===== config.mk =====
export PLATFORM = sky130hd
export DESIGN_NAME = coreboard1588_adc_packer
export DESIGN_NICKNAME = d
export VERILOG_FILES = /design/src/rtl/coreboard1588_pkg.sv /design/src/rtl/coreboard1588_commit_fifo.sv /design/src/rtl/coreboard1588_adc_packer.sv
export SDC_FILE = /design/constraint.sdc
export NUM_CORES = 1
export LEC_CHECK = 0
export ABC_AREA = 1
export BUFFER_PORTS_ARGS = -buffer_cell sky130_fd_sc_hd__buf_2
export CORE_MARGIN = 4
export CORE_UTILIZATION = 55
export DETAILED_ROUTE_END_ITERATION = 10
export GPL_TIMING_DRIVEN = 0
export HOLD_SLACK_MARGIN = 0.08
export PLACE_DENSITY = 0.72
export SLEW_MARGIN = 20
export SYNTH_ARGS = -nofsm -noshare
export SYNTH_HDL_FRONTEND = slang
export SYNTH_HIERARCHICAL = 1
export SYNTH_SLANG_ARGS = --single-unit

===== constraint.sdc =====
create_clock -name clk -period 5.33 [get_ports clk]
set_clock_uncertainty 0.05 [all_clocks]
set_input_delay 0.533 -clock clk [delete_from_list [all_inputs] [get_ports clk]]
set_output_delay 0.533 -clock clk [all_outputs]
set_load 0.02 [all_outputs]

===== src/rtl/coreboard1588_pkg.sv =====
// Shared definitions for the coreboard1588 ADC packer: FSM encoding and a
// constant-evaluable log2 helper used to size FIFO pointers.
package coreboard1588_pkg;

  typedef enum logic [1:0] {
    S_IDLE,
    S_ACTIVE,
    S_DROP
  } state_t;

  function automatic int clog2(input int value);
    int r;
    r = 0;
    for (int i = 0; i < 31; i++) begin
      if ((1 << i) < value) r = i + 1;
    end
    return r;
  endfunction

endpackage


===== src/rtl/coreboard1588_commit_fifo.sv =====
// Commit-on-frame-end FIFO: writes are tentative until commit, rollback rewinds
// the write pointer, and the reader only ever sees committed words.
module coreboard1588_commit_fifo
  import coreboard1588_pkg::*;
#(
  parameter int DEPTH = 16,
  parameter int WIDTH = 33
) (
  input  logic                    clk,
  input  logic                    rst,
  input  logic                    wr,
  input  logic [WIDTH-1:0]        wr_data,
  input  logic                    commit,
  input  logic                    rollback,
  output logic [clog2(DEPTH):0]   free,
  output logic [clog2(DEPTH):0]   free_committed,
  output logic [WIDTH-1:0]        rd_data,
  output logic                    rd_valid,
  input  logic                    rd_ready
);

  localparam int AW = clog2(DEPTH);
  localparam logic [AW:0] DEPTH_P = (AW + 1)'(DEPTH);

  logic [WIDTH-1:0] mem [DEPTH];
  logic [AW:0]      wr_ptr;
  logic [AW:0]      commit_ptr;
  logic [AW:0]      rd_ptr;
  logic             empty;

  assign empty          = (rd_ptr == commit_ptr);
  assign free           = DEPTH_P - (wr_ptr - rd_ptr);
  assign free_committed = DEPTH_P - (commit_ptr - rd_ptr);

  always_ff @(posedge clk) begin
    if (wr && !rollback) mem[wr_ptr[AW-1:0]] <= wr_data;
  end

  // A commit in the same cycle as the final write covers that write too.
  always_ff @(posedge clk or posedge rst) begin
    if (rst) begin
      wr_ptr     <= '0;
      commit_ptr <= '0;
    end else if (rollback) begin
      wr_ptr <= commit_ptr;
    end else begin
      if (wr) wr_ptr <= wr_ptr + 1'b1;
      if (commit) commit_ptr <= wr ? wr_ptr + 1'b1 : wr_ptr;
    end
  end

  // Registered output stage; refills in the same cycle it is drained.
  always_ff @(posedge clk or posedge rst) begin
    if (rst) begin
      rd_ptr   <= '0;
      rd_data  <= '0;
      rd_valid <= 1'b0;
    end else if (!rd_valid || rd_ready) begin
      if (!empty) begin
        rd_data  <= mem[rd_ptr[AW-1:0]];
        rd_valid <= 1'b1;
        rd_ptr   <= rd_ptr + 1'b1;
      end else begin
        rd_valid <= 1'b0;
      end
    end
  end

endmodule


===== src/rtl/coreboard1588_adc_packer.sv =====
// Packs per-channel ADS868x samples into {odd, even} 32-bit AXIS words and
// releases only complete, in-order frames downstream.
module coreboard1588_adc_packer
  import coreboard1588_pkg::*;
#(
  parameter int C_CHANNELS   = 8,
  parameter int C_FIFO_DEPTH = 16
) (
  input  logic        clk,
  input  logic        rst,
  input  logic        ctrl_enable,
  input  logic        ctrl_clear_status,
  input  logic        sample_valid,
  input  logic [15:0] sample_data,
  input  logic [3:0]  sample_ch,
  output logic [31:0] m_axis_tdata,
  output logic        m_axis_tvalid,
  input  logic        m_axis_tready,
  output logic        m_axis_tlast,
  output logic        stat_overflow,
  output logic        stat_seq_error,
  output logic [31:0] stat_frame_count
);

  localparam int AW = clog2(C_FIFO_DEPTH);
  localparam logic [AW:0] HALF    = (AW + 1)'(C_CHANNELS / 2);
  localparam logic [3:0]  LAST_CH = 4'(C_CHANNELS - 1);

  state_t      state, next_state;
  logic [3:0]  exp_ch, next_exp_ch;
  logic [15:0] low_half;
  logic [AW:0] free, free_committed, avail;
  logic        start, load_low, wr, commit, rollback;
  logic        set_ovf, set_seq, frame_inc;
  logic [32:0] rd_data;

  always_comb begin
    next_state  = state;
    next_exp_ch = exp_ch;
    start       = 1'b0;
    avail       = free;
    load_low    = 1'b0;
    wr          = 1'b0;
    commit      = 1'b0;
    rollback    = 1'b0;
    set_ovf     = 1'b0;
    set_seq     = 1'b0;
    frame_inc   = 1'b0;
    case (state)
      S_IDLE, S_DROP: begin
        if (sample_valid && sample_ch == 4'd0) start = 1'b1;
      end
      S_ACTIVE: begin
        if (sample_valid) begin
          if (sample_ch == exp_ch) begin
            load_low = !sample_ch[0];
            wr       = sample_ch[0];
            if (sample_ch == LAST_CH) begin
              commit     = 1'b1;
              frame_inc  = 1'b1;
              next_state = S_IDLE;
            end else begin
              next_exp_ch = exp_ch + 4'd1;
            end
          end else begin
            // A stray channel 0 restarts a frame against the rolled-back space.
            rollback   = 1'b1;
            set_seq    = 1'b1;
            next_state = S_IDLE;
            if (sample_ch == 4'd0) begin
              start = 1'b1;
              avail = free_committed;
            end
          end
        end
      end
      default: next_state = S_IDLE;
    endcase
    if (start) begin
      if (!ctrl_enable) begin
        next_state = S_IDLE;
      end else if (avail >= HALF) begin
        next_state  = S_ACTIVE;
        next_exp_ch = 4'd1;
        load_low    = 1'b1;
      end else begin
        set_ovf    = 1'b1;
        next_state = S_DROP;
      end
    end
  end

  always_ff @(posedge clk or posedge rst) begin
    if (rst) begin
      state    <= S_IDLE;
      exp_ch   <= '0;
      low_half <= '0;
    end else begin
      state  <= next_state;
      exp_ch <= next_exp_ch;
      if (load_low) low_half <= sample_data;
    end
  end

  // Sticky flags: a new event outranks a simultaneous clear.
  always_ff @(posedge clk or posedge rst) begin
    if (rst) begin
      stat_overflow    <= 1'b0;
      stat_seq_error   <= 1'b0;
      stat_frame_count <= '0;
    end else begin
      if (set_ovf) stat_overflow <= 1'b1;
      else if (ctrl_clear_status) stat_overflow <= 1'b0;
      if (set_seq) stat_seq_error <= 1'b1;
      else if (ctrl_clear_status) stat_seq_error <= 1'b0;
      if (frame_inc) stat_frame_count <= stat_frame_count + 32'd1;
    end
  end

  coreboard1588_commit_fifo #(
    .DEPTH(C_FIFO_DEPTH),
    .WIDTH(33)
  ) u_fifo (
    .clk           (clk),
    .rst           (rst),
    .wr            (wr),
    .wr_data       ({commit, sample_data, low_half}),
    .commit        (commit),
    .rollback      (rollback),
    .free          (free),
    .free_committed(free_committed),
    .rd_data       (rd_data),
    .rd_valid      (m_axis_tvalid),
    .rd_ready      (m_axis_tready)
  );

  assign m_axis_tdata = rd_data[31:0];
  assign m_axis_tlast = rd_data[32];

endmodule


==> metrics.yaml <==
yosys:
  syn_area_um2: 27600
  synthCells: 2649
  synth_area_per_cell_um2: 10.4
  synth_fp_nets: 2698
  ys_warn_count: 6
route:
  postRouteAntennaNets: 0
  viasPerCell: 5.58
  vias: 19800
  totalWireLength_um: 72900
  wl_met3_um: 6140
  met1Wirelength_um: 28500
  dr_wl_met2_um: 35500
  drt_iter0_drc: 2102
  wire_per_inst_um: 20.5
  firstDrtPassIters: 9
  top_layer_used: "met4"
  drc_errors: 0
global_routing:
  first_global_vias: 19800
  grt_overflow: 0
  antenna_found_initial: 0
  grt_first_pass_wirelength_um: 112000
  grt_use_total_pct: 27.3
  grt_max_degree: 57
floorplanning:
  die-width_um: 232
  io_pins: 94
  die_h_um: 232
  num_rows: 81
  coreArea_um2: 49400
  start_util_pct: 56.0
  die_area_um2: 53900
clock_tree:
  ctsResizeCount: 0
  cts_buffer_depth: 3
  insertion_delay_ns: 0.60
  cts_tree: "yes"
  cts-htree-levels: 3
  clk_pin_slew_ns: 0.06
  numCtsBuffers: 67
  post_cts_buffers: 0
  clock-sinks: 633
  cts_root_buf: "clkbuf_16"
cells_and_area:
  finalNonFillerCells: 3553
  syn2layout_area_growth_pct: 14.9
  diodes: 0
  fillers: 3733
  layout.nets: 2884
  drive_gt1_share_pct: 13.0
hold_path:
  hold_class: "in -> reg"
  worstHoldEndpoint: "state[1]$_DFFE_PP0P_"
  hp-start: "ctrl_enable"
  hold-path-cell-count: 3
sta:
  tns_ns: 0
  tightestPinTransition_ns: 0.867
  final.min_clock_period_ns: 3.56
  maxSlewViolCount: 0
  slew_headroom_pct: 42.2
  hold_violations: 0
  finalCritPeriodShare_pct: 66.9
  fin_ws_ns: 1.77
  rsz0062_at_grt: "no"
  fin_hold_ws_ns: 0.185
  finalSetupViolations: 0
  fmax_mhz: 281
critical_path:
  reg2reg_setup_slack_ns: 1.77
  critPathLaunchType: "flop"
  r2r_start: "u_fifo/rd_ptr[0]$_DFFE_PP0P_"
  critical_path_class: "reg -> reg"
  rr_worst_depth: 18
  worstSetupEndpointType: "flop"
  cp_max_fo: 11
  r2r_end: "low_half[5]$_DFFE_PP0P_"
  required_ns: 5.76
  critPathLaunch: "u_fifo/rd_ptr[0]$_DFFE_PP0P_"
  critPathArrivalTime_ns: 3.99
job:
  max_cap_viol_count: 0
placed_design:
  numPortBuffers: 93
  dp_hpwl_um: 49200
  place_ws_ns: 1.79
  dpl.cell_count: 3427
  gp_congestion: 0.874
pwr:
  ir_worst_vdd_uv: 297
  powerDensity_nw_per_um2: 497
  leakage_nw: 13.7
outcome:
  status: "finished, final reports clean"
==> repair_timing <==
action                     in CTS  in global routing
hold endpoints to repair       73                  0
hold buffers                    3                  0
setup endpoints to repair       0                  0
==> how the worst max path moves through the flow <==
stage / cells past startpoint / slack, ns / endpoint
after detailed placement: 18 / 1.79 / low_half[5]$_DFFE_PP0P_
after global routing: 18 / 1.60 / low_half[5]$_DFFE_PP0P_
after floorplan: 8 / 1.01 / u_fifo/mem[15][0]$_DFFE_PP_
final: 18 / 1.77 / low_half[5]$_DFFE_PP0P_
after CTS: 18 / 1.79 / low_half[5]$_DFFE_PP0P_
after global placement: 7 / -0.95 / u_fifo/mem[15][32]$_DFFE_PP_
==> cells in the final DEF, fill, tap and decap left out, types with 10 or more instances in the layout <==
| cell | count |
|---|---|
| xor2_1 | 26 |
| clkbuf_16 | 73 |
| nor2_1 | 92 |
| nand2_1 | 785 |
| buf_2 | 157 |
| ha_1 | 21 |
| o21ai_0 | 19 |
| clkinv_1 | 11 |
| dfrtp_1 | 105 |
| buf_16 | 12 |
| edfxtp_1 | 528 |
| inv_2 | 10 |
| inv_1 | 376 |
| nand3_1 | 393 |
| clkbuf_1 | 36 |
| a21oi_1 | 68 |
| nor2_4 | 26 |
| xnor2_1 | 17 |
| buf_4 | 20 |
| buf_6 | 10 |
==> through the flow <==
step	power [W]	cell area, µm²	utilization [%]
after floorplan	0.00929	27600	-
after global placement	0.0109	28900	58.6
after detailed placement	0.0111	29500	59.8
after CTS	0.0158	31800	64.4
after global routing	0.0166	31800	64.4
final	0.0158	31800	64.4
==> registers in the layout, indices dropped and copies added (netlist names) <==
register and cells:
stat_seq_error 1, stat_frame_count 32, low_half 16, u_fifo/rd_valid 1
exp_ch 4, u_fifo/wr_ptr 5, u_fifo/rd_data 33, u_fifo/mem 528
u_fifo/commit_ptr 5, stat_overflow 1, state 2, u_fifo/rd_ptr 5
==> cell type report <==
class | count | area [µm²] | share of cell area [%]
sequential | 633 | 18500 | 58.2
multi-input combinational | 1507 | 7120 | 22.4
clock buffer | 98 | 2010 | 6.33
inverter | 392 | 1480 | 4.66
timing repair buffer | 117 | 956 | 3.01
tap | 664 | 831 | 2.62
buffer | 117 | 682 | 2.15
clock inverter | 25 | 201 | 0.634
==> layer usage <==
layer  vias up  GRT usage (%)
met3       187           4.43
li1       9001              -
met4         0           11.6
met5         -              0
met2       984           45.2
met1      9653           36.0
==> critical path: stages (launching register included) <==
cell,delay (ns)
dfrtp_1,0.42
buf_6,0.16
inv_4,0.07
buf_6,0.18
buf_2,0.33
ha_1,0.20
inv_1,0.04
ha_1,0.23
fa_1,0.43
xor2_1,0.15
nor3_1,0.25
nand4_1,0.17
nand2_2,0.12
inv_2,0.05
nand2_4,0.06
nand2_2,0.13
buf_6,0.18
nand2_1,0.13
nand2_1,0.08
==> power breakdown <==
part | switching [W] | leakage [nW] | total, W | internal (W)
clock | 0.00188 | 1.07 | 0.00465 | 0.00276
combinational | 0.00350 | 6.61 | 0.00494 | 0.00145
sequential | 0.000377 | 6.06 | 0.00620 | 0.00583
total | 0.00576 | 13.7 | 0.0158 | 0.0100
Power figures use the tool's default switching activity.
